File: config.mk
export PLATFORM = sky130hd
export DESIGN_NAME = regfile_sb
export DESIGN_NICKNAME = d
export VERILOG_FILES = /design/src/rtl/regfile_sb.sv
export SDC_FILE = /design/constraint.sdc
export NUM_CORES = 2
export LEC_CHECK = 0
export BUFFER_PORTS_ARGS = -buffer_cell sky130_fd_sc_hd__buf_2
export CORE_ASPECT_RATIO = 1.5
export CORE_MARGIN = 8
export CORE_UTILIZATION = 59
export CTS_BUF_LIST = sky130_fd_sc_hd__clkbuf_4 sky130_fd_sc_hd__clkbuf_8
export DETAILED_ROUTE_END_ITERATION = 8
export HOLD_SLACK_MARGIN = 0.15
export PLACE_DENSITY = 0.79
export SYNTH_ARGS = -nofsm -noshare
export SYNTH_HDL_FRONTEND = slang
export SYNTH_SLANG_ARGS = --single-unit
File: constraint.sdc
create_clock -name clk -period 2.99 [get_ports clk]
set_clock_uncertainty 0.05 [all_clocks]
set_input_delay 0.299 -clock clk [delete_from_list [all_inputs] [get_ports clk]]
set_output_delay 0.299 -clock clk [all_outputs]
set_load 0.005 [all_outputs]
File: src/rtl/regfile_sb.sv
// Integer register file: two combinational read ports, one byte-masked write port,
// optional same-cycle write-to-read forwarding, and a per-register busy scoreboard.

module regfile_sb_rdport #(
  parameter int XLEN   = 32,
  parameter int AW     = 5,
  parameter int BYPASS = 1
) (
  input  logic [AW-1:0]     rs_i,
  input  logic [XLEN-1:0]   stored_i,
  input  logic              busy_i,
  input  logic              regwrite_i,
  input  logic [AW-1:0]     rd_i,
  input  logic [XLEN-1:0]   wdata_i,
  input  logic [XLEN/8-1:0] wstrb_i,
  output logic [XLEN-1:0]   rdata_o,
  output logic              hazard_o
);
  localparam int NB = XLEN / 8;

  logic fwd;
  assign fwd = (BYPASS != 0) && regwrite_i && (rd_i == rs_i) && (rs_i != '0);

  // Forwarded value is a byte merge, so partial strobes still clear the hazard.
  always_comb begin
    rdata_o = '0;
    if (rs_i != '0) begin
      for (int b = 0; b < NB; b++)
        rdata_o[8*b +: 8] = (fwd && wstrb_i[b]) ? wdata_i[8*b +: 8] : stored_i[8*b +: 8];
    end
  end

  assign hazard_o = busy_i && (rs_i != '0) && !fwd;
endmodule

module regfile_sb #(
  parameter int XLEN   = 32,
  parameter int NREG   = 32,
  parameter int BYPASS = 1,
  localparam int AW    = $clog2(NREG),
  localparam int NB    = XLEN / 8
) (
  input  logic            clk,
  input  logic            rst_n,
  input  logic [AW-1:0]   rs1,
  input  logic [AW-1:0]   rs2,
  output logic [XLEN-1:0] readdata1,
  output logic [XLEN-1:0] readdata2,
  input  logic            regwrite,
  input  logic [AW-1:0]   rd,
  input  logic [XLEN-1:0] writedata,
  input  logic [NB-1:0]   wstrb,
  input  logic            issue_en,
  input  logic [AW-1:0]   issue_rd,
  output logic            hazard1,
  output logic            hazard2,
  output logic [AW:0]     busy_cnt
);
  logic [NREG-1:0][XLEN-1:0] regs_q;
  logic [NREG-1:0]           busy_q, busy_d;
  logic [AW:0]               cnt_q, cnt_d;
  logic                      set, clr, inc, dec;

  assign set = issue_en && (issue_rd != '0);
  assign clr = regwrite && (rd != '0);

  // Register 0 is never written, so it stays at its reset value of zero.
  always_ff @(posedge clk or negedge rst_n) begin
    if (!rst_n) begin
      regs_q <= '0;
    end else begin
      for (int r = 1; r < NREG; r++)
        for (int b = 0; b < NB; b++)
          if (clr && (rd == AW'(r)) && wstrb[b])
            regs_q[r][8*b +: 8] <= writedata[8*b +: 8];
    end
  end

  // Set is applied after clear so a new producer on the same register wins.
  always_comb begin
    busy_d = busy_q;
    if (clr) busy_d[rd] = 1'b0;
    if (set) busy_d[issue_rd] = 1'b1;
  end

  assign inc   = set && !busy_q[issue_rd];
  assign dec   = clr && busy_q[rd] && !(set && (issue_rd == rd));
  assign cnt_d = cnt_q + (AW+1)'(inc) - (AW+1)'(dec);

  always_ff @(posedge clk or negedge rst_n) begin
    if (!rst_n) begin
      busy_q <= '0;
      cnt_q  <= '0;
    end else begin
      busy_q <= busy_d;
      cnt_q  <= cnt_d;
    end
  end

  assign busy_cnt = cnt_q;

  logic [1:0][AW-1:0]   rs_v;
  logic [1:0][XLEN-1:0] rdata_v;
  logic [1:0]           haz_v;

  assign rs_v = {rs2, rs1};

  for (genvar p = 0; p < 2; p++) begin : g_rp
    regfile_sb_rdport #(.XLEN(XLEN), .AW(AW), .BYPASS(BYPASS)) u_rp (
      .rs_i       (rs_v[p]),
      .stored_i   (regs_q[rs_v[p]]),
      .busy_i     (busy_q[rs_v[p]]),
      .regwrite_i (regwrite),
      .rd_i       (rd),
      .wdata_i    (writedata),
      .wstrb_i    (wstrb),
      .rdata_o    (rdata_v[p]),
      .hazard_o   (haz_v[p])
    );
  end

  assign readdata1 = rdata_v[0];
  assign readdata2 = rdata_v[1];
  assign hazard1   = haz_v[0];
  assign hazard2   = haz_v[1];
endmodule

==> flow_metrics.env <==
export IMPL_vias=45548
export IMPL_ys_warn_count=32
export IMPL_hold_violations=0
export IMPL_r2r_start="busy_q[18]"
export IMPL_avgSynthCellArea_um2=12.5
export IMPL_grt_total_usage_pct=35.7
export IMPL_worst_setup_path_end_kind="output pin"
export IMPL_critPathTopFamily="compound AO/OA/AOI/OAI gates"
export IMPL_vdd_drop_max_v=0.000506
export IMPL_period_share_pct=106
export IMPL_rsz0062_at_grt="yes"
export IMPL_min_from="wstrb[1]"
export IMPL_start_util_pct=59.4
export IMPL_die_width_um=271
export IMPL_fp_coreArea_mm2=0.0970
export IMPL_start_kind="flip-flop"
export IMPL_hold_path_end="regs_q[877]"
export IMPL_ys_ff_latch=1030
export IMPL_drive_gt1_share_pct=43.8
export IMPL_clk_latency_ps=890
export IMPL_crit_arrival_ps=2810
export IMPL_maxCapViolCount=1
export IMPL_drt_iter0_drc=5124
export IMPL_violations="capacitance limit, setup timing"
export IMPL_synthTopCellsByArea="dfrtp_1 (45%), mux2_2 (21%), mux2i_1 (11%), mux4_2 (6.3%), a22oi_1 (4.2%)"
export IMPL_dpl_hpwl_mm=132
export IMPL_crit_fanout=2
export IMPL_synth_ff_type="dfrtp_1"
export IMPL_cpMaxStageDelayCell="mux4_2"
export IMPL_die_h_um=399
export IMPL_p_per_area_mw_per_mm2=568
export IMPL_port_buffers=131
export IMPL_nets=5059
export IMPL_drt_pass1_iter_count=7
export IMPL_synth_nets=4669
export IMPL_ys_types=57
export IMPL_synthTopCellsByCount="mux2_2 (1076), dfrtp_1 (1030), mux2i_1 (608), a22oi_1 (321), nand2_1 (266)"
export IMPL_path_class="reg -> out"
export IMPL_cpPeakStageDelay_ps=510
export IMPL_via_per_inst=7.13
export IMPL_fin_ws_ps=-168
export IMPL_clockBufferDepth=3
export IMPL_grt_pass1_wl_mm=293
export IMPL_drc=0
export IMPL_p_leak_nw=31.7
export IMPL_drt_wl_total_mm=197
export IMPL_r2r_end="busy_cnt[4]"
export IMPL_yosysSeqAreaShare_pct=44.7
export IMPL_synthDominantCellAreaShare_pct=44.7
export IMPL_dieArea_mm2=0.108
export IMPL_dpl_worst_slack_ps=-362
export IMPL_slew_viol_final=0
export IMPL_yosysMostFrequentCell="mux2_2"
export IMPL_relSlewSlack_pct=0.590
export IMPL_hold_path_class="in -> reg"
export IMPL_reg2reg_depth=13
export IMPL_cts_tree="yes"
export IMPL_grt_max_degree=83
export IMPL_antenna_found_initial=15
export IMPL_synth_largest_area_cell="dfrtp_1"
export IMPL_area_growth_pct=17.2
export IMPL_fin_crit_ps=3160
export IMPL_row_count=140
export IMPL_routedWlPerCell_um=30.9
export IMPL_io_pins=132
export IMPL_clk_pin_slew_ps=60
export IMPL_post_route_util_pct=69.6
export IMPL_gp_congestion=0.961
export IMPL_critPathBufInv=1
export IMPL_finalSetupViolCount=56
export IMPL_overflow=0
export IMPL_final_setup_tns_ps=-4050
export IMPL_cts_max_level=4
export IMPL_syn_area_mm2=0.0576
export IMPL_synth_cells=4602
export IMPL_ant_nets=0
export IMPL_fmaxAchievable_ghz=0.317
export IMPL_path_cells="mux4_2 > a22oi_1 > a31oi_1 > o21a_1 > o221a_4 > buf_6"
export IMPL_clock_root_buffer="clkbuf_8"
export IMPL_synth_async_reset_ratio_pct=100
export IMPL_synth_edf_count=0
export IMPL_grt_pass1_vias=46293
export IMPL_holdPathStages=5
export IMPL_clock_sinks=1030
export IMPL_status="finished, violations left"
export IMPL_max_slew_worst_pin_slew_ps=1490
export IMPL_cts_buffers=159
export IMPL_crit_required_ps=2640
export IMPL_r2r_setup_slack_ps=-60
-- per-layer routing --
layer  global-route usage [%]  wire length (µm)  up-vias
met5                        0                79        -
met4                     27.0             17300       14
met3                     10.1             20600      979
met2                     55.2             90200     3049
met1                     42.3             69200    23200
li1                         -                 -    18306
-- worst max path at each step --
stage                         to  cells past startpoint   startpoint  slack (ps)
CTS                      hazard2                      7   busy_q[18]        -200
global route             hazard2                      7   busy_q[18]        -240
global placement     busy_cnt[4]                     14        rd[0]        -420
detailed placement   regs_q[662]                      8        rd[0]        -360
floorplan            busy_cnt[4]                     14        rd[0]          10
finish              readdata2[0]                      6  regs_q[480]        -170
-- cell type report --
type	count	area, µm²
multi-input combinational	3152	30900
fill	6639	29500
inverter	27	106
sequential	1030	25800
tap	1278	1600
timing repair buffer	622	5780
clock buffer	249	3090
antenna	9	22.5
clock inverter	23	203
-- worst reg2reg max path, delay by kind of cell, from the launching register on --
family,cells,cell delay [ps]
and+or+nand+nor,3,230
xor gates and xnor gates,1,130
muxes,3,1090
DFF,1,380
AOI/OAI and AO/OA,1,130
adders and majority gates,3,790
buffers and inverters,2,170
-- logic make-up (layout without fill, tap and decap cells) --
logic type	after synthesis	after routing	share of synthesized area [%]
compound gates	693	693	8.77
simple gates	570	570	4.54
other cells	0	9	0
fa+ha+maj	7	7	0.165
mux	1862	1862	38.2
flops	1030	1030	44.7
buf+inv	420	921	3.28
xor+xnor	20	20	0.304
-- layout by cell type, fill, tap and decap left out, drive strengths merged, types with 8 or more instances in the layout --
| cell | netlist | routed |
|---|---|---|
| mux2 | 1093 | 1093 |
| dfrtp | 1030 | 1030 |
| mux2i | 608 | 608 |
| buf | 149 | 566 |
| a22oi | 321 | 321 |
| nand2 | 270 | 270 |
| clkbuf | 244 | 250 |
| mux4 | 161 | 161 |
| nand3 | 124 | 124 |
| o21ai | 92 | 92 |
| a31oi | 88 | 88 |
| nor2 | 74 | 74 |
| dlygate4sd3 | 0 | 55 |
| o22ai | 42 | 42 |
| o221a | 36 | 36 |
| a2111oi | 33 | 33 |
| o21a | 32 | 32 |
| and3 | 28 | 28 |
| a311o | 27 | 27 |
| inv | 26 | 26 |
| nand2b | 25 | 25 |
| clkinv | 1 | 16 |
| nor2b | 13 | 13 |
| xor2 | 12 | 12 |
| nand4 | 11 | 11 |
| diode | 0 | 9 |
| xnor2 | 8 | 8 |
| and2 | 8 | 8 |
-- power by group --
group	internal (mW)	switching, mW	leakage, nW
registers	15.9	1.48	13.6
logic	4.39	4.15	16.3
clock network	6.77	5.67	1.75
total	27.1	11.3	31.7
-- sequential cells by signal, indices dropped and copies added, names as in the netlist --
name	count
busy_cnt	6
busy_q	32
regs_q	992
-- stage by stage --
step | cell area (µm²) | hold WS [ps] | power (mW) | cells
2_1_floorplan | 57600 | -46.6 | 22.3 | 4602
3_3_place_gp | 62400 | 300 | 25.0 | 6035
3_5_place_dp | 62400 | 302 | 25.3 | 6035
4_1_cts | 67100 | 163 | 38.0 | 6373
5_1_grt | 67500 | 239 | 39.7 | 6383
6_report | 67500 | 256 | 38.4 | 6390
-- repair_timing --
item	4_1_cts	5_1_grt
pin swaps	99	52
buffers inserted	16	9
gates resized for setup	170	70
setup endpoints to repair	60	72
cloned	0	0
hold endpoints to repair	2035	0
hold buffers	56	0
Note: power is estimated with default switching activity, not from simulation.
